==> src/rtl/online_sd_multiplier.sv <==
// online_sd_multiplier
//   Radix-2 online (MSD-first) signed-digit multiplier. Consumes NDIG
//   borrow-save operand digit pairs and emits NDIG borrow-save product
//   digits, DELTA cycles behind the inputs. The residual is kept exact
//   (no truncation), so the result is within 2^-NDIG of X*Y.
//
//   Parameters: NDIG (2..64, must be >= DELTA), DELTA (2..4).
//
//   Ports:
//     clk            rising-edge clock
//     rst_n          asynchronous active-low reset (assert async, release sync)
//     start          one-cycle pulse, accepted only when idle
//     x_digit        operand X digit, value = x_digit[1] - x_digit[0]
//     y_digit        operand Y digit, same encoding
//     digit_valid    (only with OSDM_INPUT_STALL_EN) digits present this edge
//     read_indicator digits are sampled on the next rising edge
//     product_digit  product digit (+1=2'b10, -1=2'b01, 0=2'b00)
//     output_ready   product_digit valid this cycle
//     busy           operation in progress
//     done           one-cycle pulse after the last product digit
//
//   Optional build macro: OSDM_INPUT_STALL_EN adds the digit_valid input.
//
//   Product digits are Mealy outputs: digit p_k is selected from the residual
//   that includes the digit pair being offered in the same cycle, which is
//   what puts p_1 in the same cycle as operand digit DELTA+1.
//
//   state | meaning
//   IDLE  | waiting for start
//   LOAD  | DELTA cycles, digits accumulated, no product output
//   RUN   | NDIG-DELTA cycles, digits consumed and product digits emitted
//   FLUSH | DELTA cycles, zero digits fed, remaining product digits emitted
//   DONE  | one cycle, done pulse
module online_sd_multiplier #(
  parameter int NDIG  = 16,
  parameter int DELTA = 3
) (
  input  logic       clk,
  input  logic       rst_n,
  input  logic       start,
  input  logic [1:0] x_digit,
  input  logic [1:0] y_digit,
`ifdef OSDM_INPUT_STALL_EN
  input  logic       digit_valid,
`endif
  output logic       read_indicator,
  output logic [1:0] product_digit,
  output logic       output_ready,
  output logic       busy,
  output logic       done
);

  localparam int PW      = NDIG + 2;          // prefix width, NDIG fraction bits
  localparam int FB      = NDIG + DELTA;      // residual fraction bits
  localparam int WW      = NDIG + DELTA + 4;  // residual width
  localparam int CW      = 7;
  localparam int RUN_LEN = NDIG - DELTA;

  localparam logic [CW-1:0] LOAD_TC = CW'(DELTA - 1);
  localparam logic [CW-1:0] RUN_TC  = CW'(RUN_LEN - 1);
  localparam logic [CW-1:0] CNT_ONE = CW'(1);

  localparam logic signed [PW-1:0] WT_INIT = {2'b00, 1'b1, {(NDIG-1){1'b0}}};
  localparam logic signed [WW-1:0] HALF    = {4'b0000, 1'b1, {(FB-1){1'b0}}};
  localparam logic signed [WW-1:0] ONE     = {3'b000, 1'b1, {FB{1'b0}}};
  localparam logic signed [WW-1:0] NHALF   = -HALF;

  typedef enum logic [2:0] {
    IDLE  = 3'd0,
    LOAD  = 3'd1,
    RUN   = 3'd2,
    FLUSH = 3'd3,
    DONE  = 3'd4
  } state_t;

  state_t state_q, state_d;
  logic [CW-1:0]        cnt_q, cnt_d;
  logic signed [PW-1:0] xp_q, xp_d;
  logic signed [PW-1:0] yp_q, yp_d;
  logic signed [PW-1:0] wt_q, wt_d;
  logic signed [WW-1:0] w_q, w_d;

  // Reset is asserted asynchronously and released through two flops so the
  // state registers never see a release close to a clock edge.
  logic [1:0] rst_sync_q;
  logic       rst_core_n;

  always_ff @(posedge clk or negedge rst_n) begin
    if (!rst_n) rst_sync_q <= 2'b00;
    else        rst_sync_q <= {rst_sync_q[0], 1'b1};
  end

  assign rst_core_n = rst_sync_q[1];

  // ---------------------------------------------------------------------
  // Handshake / stall
  // ---------------------------------------------------------------------
  logic stall;
  logic emit;

  assign read_indicator = (state_q == LOAD) || (state_q == RUN);
  assign busy           = (state_q == LOAD) || (state_q == RUN) || (state_q == FLUSH);
  assign done           = (state_q == DONE);
  assign emit           = (state_q == RUN) || (state_q == FLUSH);

`ifdef OSDM_INPUT_STALL_EN
  assign stall = read_indicator && !digit_valid;
`else
  assign stall = 1'b0;
`endif

  assign output_ready = emit && !stall;

  // ---------------------------------------------------------------------
  // Datapath
  // ---------------------------------------------------------------------
  // 2'b11 decodes to zero; FLUSH forces zero digits whatever is on the pins.
  logic xpos, xneg, ypos, yneg;

  assign xpos = (state_q != FLUSH) && (x_digit == 2'b10);
  assign xneg = (state_q != FLUSH) && (x_digit == 2'b01);
  assign ypos = (state_q != FLUSH) && (y_digit == 2'b10);
  assign yneg = (state_q != FLUSH) && (y_digit == 2'b01);

  logic signed [PW-1:0] xp_new, yp_new;
  logic signed [PW:0]   tx, ty, t_sum;
  logic signed [WW-1:0] v, w_sel;
  logic                 sel_pos, sel_neg;
  logic [1:0]           p_dig;

  always_comb begin
    xp_new = xp_q;
    if (xpos)      xp_new = xp_q + wt_q;
    else if (xneg) xp_new = xp_q - wt_q;

    yp_new = yp_q;
    if (ypos)      yp_new = yp_q + wt_q;
    else if (yneg) yp_new = yp_q - wt_q;

    // x_j * Y[j-1] + y_j * X[j]
    tx = '0;
    if (xpos)      tx = {yp_q[PW-1], yp_q};
    else if (xneg) tx = -{yp_q[PW-1], yp_q};

    ty = '0;
    if (ypos)      ty = {xp_new[PW-1], xp_new};
    else if (yneg) ty = -{xp_new[PW-1], xp_new};

    t_sum = tx + ty;

    // The 2^-DELTA scaling is free: the term's NDIG-bit fraction lines up
    // with the residual's NDIG+DELTA-bit fraction without shifting.
    v = {w_q[WW-2:0], 1'b0} + {{(WW-PW-1){t_sum[PW]}}, t_sum};

    sel_pos = (v >= HALF);
    sel_neg = (v < NHALF);

    w_sel = v;
    p_dig = 2'b00;
    if (sel_pos) begin
      w_sel = v - ONE;
      p_dig = 2'b10;
    end else if (sel_neg) begin
      w_sel = v + ONE;
      p_dig = 2'b01;
    end
  end

`ifdef OSDM_INPUT_STALL_EN
  // A stalled edge emits no digit; the pin keeps the last emitted digit.
  logic [1:0] last_p_q, last_p_d;

  always_comb begin
    last_p_d = last_p_q;
    if (state_q == IDLE && start) last_p_d = 2'b00;
    else if (output_ready)        last_p_d = p_dig;
  end

  always_ff @(posedge clk or negedge rst_core_n) begin
    if (!rst_core_n) last_p_q <= 2'b00;
    else             last_p_q <= last_p_d;
  end

  assign product_digit = output_ready ? p_dig : last_p_q;
`else
  assign product_digit = output_ready ? p_dig : 2'b00;
`endif

  // ---------------------------------------------------------------------
  // FSM
  // ---------------------------------------------------------------------
  always_comb begin
    state_d = state_q;
    cnt_d   = cnt_q;
    xp_d    = xp_q;
    yp_d    = yp_q;
    wt_d    = wt_q;
    w_d     = w_q;

    unique case (state_q)
      IDLE: begin
        if (start) begin
          state_d = LOAD;
          cnt_d   = LOAD_TC;
          xp_d    = '0;
          yp_d    = '0;
          wt_d    = WT_INIT;
          w_d     = '0;
        end
      end

      LOAD: begin
        if (!stall) begin
          xp_d = xp_new;
          yp_d = yp_new;
          wt_d = wt_q >>> 1;
          w_d  = v;
          if (cnt_q == '0) begin
            if (RUN_LEN > 0) begin
              state_d = RUN;
              cnt_d   = RUN_TC;
            end else begin
              state_d = FLUSH;
              cnt_d   = LOAD_TC;
            end
          end else begin
            cnt_d = cnt_q - CNT_ONE;
          end
        end
      end

      RUN: begin
        if (!stall) begin
          xp_d = xp_new;
          yp_d = yp_new;
          wt_d = wt_q >>> 1;
          w_d  = w_sel;
          if (cnt_q == '0) begin
            state_d = FLUSH;
            cnt_d   = LOAD_TC;
          end else begin
            cnt_d = cnt_q - CNT_ONE;
          end
        end
      end

      FLUSH: begin
        // Digits are zero here, so the prefixes cannot change.
        w_d = w_sel;
        if (cnt_q == '0) state_d = DONE;
        else             cnt_d   = cnt_q - CNT_ONE;
      end

      DONE: begin
        state_d = IDLE;
      end

      default: begin
        state_d = IDLE;
      end
    endcase
  end

  always_ff @(posedge clk or negedge rst_core_n) begin
    if (!rst_core_n) begin
      state_q <= IDLE;
      cnt_q   <= '0;
      xp_q    <= '0;
      yp_q    <= '0;
      wt_q    <= '0;
      w_q     <= '0;
    end else begin
      state_q <= state_d;
      cnt_q   <= cnt_d;
      xp_q    <= xp_d;
      yp_q    <= yp_d;
      wt_q    <= wt_d;
      w_q     <= w_d;
    end
  end

endmodule

==> config.mk <==
export PLATFORM = sky130hd
export DESIGN_NAME = online_sd_multiplier
export DESIGN_NICKNAME = d
export VERILOG_FILES = /design/src/rtl/online_sd_multiplier.sv
export SDC_FILE = /design/constraint.sdc
export NUM_CORES = 1
export LEC_CHECK = 0
export ABC_AREA = 1
export CAP_MARGIN = 20
export CORE_MARGIN = 10
export CORE_UTILIZATION = 46
export DETAILED_ROUTE_END_ITERATION = 8
export DONT_BUFFER_PORTS = 1
export HOLD_SLACK_MARGIN = 0.05
export PLACE_DENSITY_LB_ADDON = 0.08
export SLEW_MARGIN = 20
export SYNTH_ARGS = -nofsm -noshare
export SYNTH_HDL_FRONTEND = slang
export SYNTH_SLANG_ARGS = --single-unit
export TNS_END_PERCENT = 100
==> constraint.sdc <==
create_clock -name clk -period 19.2 [get_ports clk]
set_input_delay 5.76 -clock clk [delete_from_list [all_inputs] [get_ports clk]]
set_output_delay 5.76 -clock clk [all_outputs]
set_load 0.005 [all_outputs]
Yosys cells after proc, flatten, opt, wreduce, memory -nomap -nowiden:

Index checks and enable logic that the tools add are counted.
W data, S select, Z words.

* output and inout bits: 6
* bits of input ports: 7
* logic and storage cells: 87
* flip-flop bits (word level): 88

* bitwise logic cells: 1
* add/sub/neg operators: 11
* multiplexer cells: 30
* equal/unequal tests: 15
* reduce and logical (&&, ||, !) cells: 20
* order comparisons: 2

Operators with widths (count)
* $mux W18: 6
* $pmux W18 S2: 3
* $mux W19: 4
* $mux W22: 3
* $pmux W22 S3: 1
* $neg A19 Y19: 2
* $add A18 B18 Y18: 2
* $sub A18 B18 Y18: 2
* $mux W7: 4
* $pmux W7 S4: 1
* $add A23 B23 Y23: 1
* $ge A23 B20 Y1 const B: 1
* $lt A23 B19 Y1 const B: 1
* $add A22 B21 Y22 const B: 1
* $sub A22 B21 Y22 const B: 1
* $add A19 B19 Y19: 1
* $mux W3: 4
* $pmux W3 S4: 1
* $reduce_and A3 Y1: 3
* $logic_not A7 Y1: 1
* $sub A7 B1 Y7 const B: 1
* $eq A3 B2 Y1 const B: 2
* $ne A2 B1 Y1 const B: 3
* $eq A2 B1 Y1 const B: 2
* 18 further kinds: 28

Logic depth before layout (Yosys ltp):

* depth after elaboration: 13
* gate-level depth with buffers: 51
* mapped depth without buffers: 50

Worst setup path after synthesis:

No wires, ideal clock.

* path type: in2out
* from: input x_digit[1]
* to: output product_digit[1]
* data arrival time: 11.175 ns
* path slack: 2.265 ns
* required time: 13.440 ns
* buffers on the path: 0
* stages on the path: 39
* cell sequence: inv_2 -> nor3_4 -> nor2_8 -> a21oi_4 -> ha_1 -> nand2_1 -> nor2_2 -> nand3_1 -> nand2_1 -> o21ai_0 -> a21oi_1 -> ha_1 -> a21oi_1 -> o21ai_0 -> a21oi_1 -> nor2_1 -> o21ai_0 -> nand2_1 -> [3 not listed] -> o21bai_1 -> a21boi_0 -> nor2_1 -> o21ai_0 -> nand2_1 -> xor2_1 -> ha_1 -> nand2_1 -> nor4_1 -> nand4_1 -> nand3_1 -> nand3_1 -> nand2_1 -> xor2_1 -> nand2_1 -> or3_1 -> nand2_2 -> nor2_1

* word-level cells in the longest chain between the ends: 12
* elaborated cells between the ends (all ways): 16
* those cells by class: add/sub: 3; order compare: 1; eq/ne: 2; mux: 8; reduce/logical: 2

Ends and longest elaborated chain
* from (decl): RTL line 41 `input logic [1:0] x_digit,`
* $eq A2 B1 Y1: RTL line 121 `assign xneg = (state_q != FLUSH) && (x_digit == 2'b01);`
* $logic_and A1 B1 Y1: RTL line 121
* $mux W18: RTL line 134 `else if (xneg) xp_new = xp_q - wt_q;`
* $mux W18: RTL line 133 `if (xpos) xp_new = xp_q + wt_q;`
* $neg A19 Y19: RTL line 147 `else if (yneg) ty = -{xp_new[PW-1], xp_new};`
* $mux W19: RTL line 147
* $mux W19: RTL line 146 `if (ypos) ty = {xp_new[PW-1], xp_new};`
* $add A19 B19 Y19 (*): RTL line 149 `t_sum = tx + ty;`
* $add A23 B23 Y23 (*): RTL line 153 `v = {w_q[WW-2:0], 1'b0} + {{(WW-PW-1){t_sum[PW]}}, t_sum};`
* $ge A23 B20 Y1 (*): RTL line 155 `sel_pos = (v >= HALF);`
* $mux W2 (*): RTL line 160 `if (sel_pos) begin`
* $mux W2 (*): RTL line 186 `assign product_digit = output_ready ? p_dig : 2'b00;`
* to (decl): RTL line 47 `output logic [1:0] product_digit,`

Mark *: on every way between the ends. The rest lies on a longest branch, timed or not.

Worst setup path after layout:

* from: input x_digit[1]
* to: output product_digit[0]

* word-level cells in the longest chain between the ends: 13
* elaborated cells between the ends (all ways): 18
* those cells by class: add/sub: 3; order compare: 2; eq/ne: 2; mux: 9; reduce/logical: 2

Ends and longest elaborated chain
* $eq A2 B1 Y1: RTL line 121
* $logic_and A1 B1 Y1: RTL line 121
* $mux W18: RTL line 134
* $mux W18: RTL line 133
* $neg A19 Y19: RTL line 147
* $mux W19: RTL line 147
* $mux W19: RTL line 146
* $add A19 B19 Y19 (*): RTL line 149
* $add A23 B23 Y23 (*): RTL line 153
* $lt A23 B19 Y1: RTL line 156 `sel_neg = (v < NHALF);`
* $mux W1: RTL line 163 `end else if (sel_neg) begin`
* $mux W2 (*): RTL line 160
* $mux W2 (*): RTL line 186

Marks and branches as above.

==> results.json <==
{
  "async_reset_ff_frac": 1.000,
  "pin_count": 13,
  "yosys_warnings": 0,
  "die-area_mm2": 0.02791,
  "synthAdderAreaFrac": 0.1321,
  "synth-edff-count": 0,
  "setup_viol": 0,
  "cts-root-buf": "clkbuf_16",
  "ys_ff_latch": 87,
  "layout_commonest_cell": "nand2_1",
  "grt_pass1_wl_um": 49160,
  "gp_congestion": 0.9524,
  "drt_iter0_markers": 923,
  "syn_avg_cell_area_um2": 6.523,
  "top_layer": "met4",
  "tightest_slew_ns": 0.9131,
  "cts_buffers": 9,
  "synth-compound-area-share": 0.2009,
  "first_pass_iters": 6,
  "hpwl_um": 23950,
  "path_delay_family": "simple AND/OR/NAND/NOR gates",
  "synth_top_family_by_area": "simple AND/OR/NAND/NOR gates",
  "timing.final.max_slew_violations": 0,
  "wire_per_inst_um": 16.79,
  "maxCapViolCount": 0,
  "drc_errors": 0,
  "path_class": "input pin to output port",
  "vdd_ir_drop_max_mv": 0.08238,
  "grt_max_degree": 44,
  "hp-class": "register to asynchronous set/reset pin",
  "drive_above_1_share": 0.05281,
  "layout.cells.non_filler": 1790,
  "crit_fanout": 21,
  "wl_met1_um": 15260,
  "syn-instance-count": 1525,
  "clockBufferDepth": 2,
  "leakage_nw": 5.433,
  "synth.mux.area_fraction": 0,
  "path_buf_inv": 3,
  "initial_core_util": 0.4702,
  "row_count": 53,
  "synth_top_area_share": 0.2189,
  "wl_met3_um": 1709,
  "reg2reg_depth": 44,
  "area_growth_pct": 5.396,
  "syn-cell-area_mm2": 0.009947,
  "fin_worst_skew_ns": 0.01034,
  "fill_cells": 2204,
  "yosys.cell_types.count": 55,
  "timing.critical_path.depth": 41,
  "grt_pass1_vias": 9281,
  "synth_top_area_cell": "dfrtp_1",
  "drtAntennaViolNets": 0,
  "dr_wl_met2_um": 12710,
  "grtUsageTotal": 0.2110,
  "clk_pin_slew_worst_paths_ns": 0.07,
  "worst_setup_path_start_kind": "input pin",
  "clock_latency_ns": 0.36,
  "htree_levels": 3,
  "hold_viol": 0,
  "final_cell_mix": "nand2_1, inv_1, a21oi_1",
  "period_share": 0.9466,
  "synth_flop_cell": "dfrtp_1",
  "cts_sinks": 87,
  "worstSetupEndpointType": "output port",
  "synth.area.top_cells": "dfrtp_1, nand2_1, ha_1, inv_1, a21oi_1",
  "synth_seq_area_share": 0.2189,
  "synth_nets": 1634,
  "post-route-min-period_ns": 18.17,
  "dp_cells": 1770,
  "worstPathArrival_ns": 12.41,
  "port_buffers": 0,
  "timing.fmax_mhz": 55.02,
  "die_w_um": 167.1,
  "cts_tree": "built",
  "die_h_um": 167.1,
  "rsz0062_at_grt": "false",
  "synth_simple_gate_area_frac": 0.2977,
  "routed_wl_um": 30050,
  "crit_path_frequent_cell": "nand2_1",
  "slew_headroom": 0.3856,
  "cpMaxStageDelayCell": "nor4_1",
  "core-area_mm2": 0.02115,
  "outcome": "finished, final reports clean",
  "gr-total-overflow": 0,
  "via_per_inst": 5.623,
  "slowest_delay_ns": 0.37,
  "stdcell_area_mm2": 0.01048,
  "setup_tns_ns": 0,
  "synth-xor-area-share": 0.04579,
  "dpl_cell_area_mm2": 0.01015,
  "finalNetCount": 1619,
  "cts_resized": 0,
  "antenna_found_initial": 0,
  "diodes": 0,
  "power_density_mw_per_mm2": 189.1,
  "num_vias": 10070,
  "required_ns": 13.44
}
through the flow:
| stage | worst slack [ns] | hold slack, ns | power (mW) | util |
|---|---|---|---|---|
| floorplan | 2.265 | 0.3312 | 1.430 | - |
| global placement | 1.019 | 0.3379 | 1.768 | 0.4800 |
| detailed placement | 0.8635 | 0.3471 | 1.782 | 0.4800 |
| CTS | 0.8490 | 0.3640 | 1.966 | 0.4936 |
| global route | 0.1661 | 0.3706 | 2.198 | 0.4956 |
| finish | 1.026 | 0.3567 | 1.982 | 0.4956 |
power by group:
part           internal, mW  switching, mW
Sequential            0.238         0.0496
Combinational         0.497           1.02
Clock                0.0912         0.0864
Total                 0.827           1.16
kinds of logic (layout without fill, tap and decap cells):
group | Yosys count | count (layout)
AO/OA/AOI/OAI | 356 | 356
XOR/XNOR | 52 | 52
adder cells (fa/ha/maj) | 102 | 102
buffers and inverters | 263 | 253
flip-flops | 87 | 87
other | 1 | 1
AND/OR/NAND/NOR | 664 | 664
layer usage:
| layer | vias up | track usage |
|---|---|---|
| met1 | 4667 | 0.3143 |
| met2 | 303 | 0.3157 |
| met5 | - | 0 |
| met3 | 25 | 0.02777 |
| li1 | 5070 | - |
| met4 | 0 | 0.04047 |
timing repair:
item,4_1_cts,5_1_grt
endpoints found under the setup margin,0,1
buffers inserted,0,4
hold buffers,0,0
registers in the layout, indices dropped and copies added (netlist names):
| signal | flops |
|---|---|
| cnt_q | 7 |
| rst_sync_q | 2 |
| state_q | 3 |
| w_q | 22 |
| wt_q | 17 |
| xp_q | 18 |
| yp_q | 18 |
worst register-to-register path: cells and delay by family (launching register included):
family	cells	cell delay, ns
simple gates	23	3.30
flops	1	0.38
fa+ha+maj	3	0.89
xor+xnor	2	0.47
buf+inv	4	0.44
compound gates	12	2.07
layout make-up:
| type | instances | area, um2 | area share |
|---|---|---|---|
| sequential | 87 | 2181 | 0.2080 |
| tap | 275 | 344.1 | 0.03282 |
| inverter | 228 | 858.3 | 0.08187 |
| clock inverter | 7 | 62.56 | 0.005967 |
| multi-input combinational | 1175 | 6733 | 0.6422 |
| clock buffer | 9 | 225.2 | 0.02148 |
| timing repair buffer | 9 | 80.08 | 0.007638 |
final timing paths:
check                         startpoint               end  slack [ns]
setup / recovery              x_digit[1]  product_digit[0]        1.03
hold reg to reg            rst_sync_q[1]            w_q[0]        0.36
setup reg to reg              state_q[1]           w_q[20]       11.54
hold / removal             rst_sync_q[1]            w_q[0]        0.36
max in group asynchronous          rst_n     rst_sync_q[1]       14.03
min in group clk           rst_sync_q[0]     rst_sync_q[1]        0.36
Yosys cell counts (3+ instances only):
library cell / number
or2_2: 3
buf_6: 3
nand2_1: 332
inv_2: 10
buf_1: 3
ha_1: 97
buf_4: 3
nor2_2: 5
buf_2: 11
o211ai_1: 4
a21oi_1: 133
o21a_1: 5
a21o_1: 10
a31oi_1: 10
nand4_1: 20
o22ai_1: 45
nand3_1: 105
nand3b_1: 3
o21ai_1: 12
dfrtp_1: 87
xnor2_1: 9
fa_1: 5
o21ai_0: 108
nand2_2: 12
nor2_1: 119
clkbuf_1: 15
nand3_2: 12
nor3_4: 3
xor2_1: 43
inv_1: 216
o31ai_1: 6
nor4_1: 5
o21bai_1: 8
nor3_1: 37
Note: power is estimated with default switching activity, not from simulation.
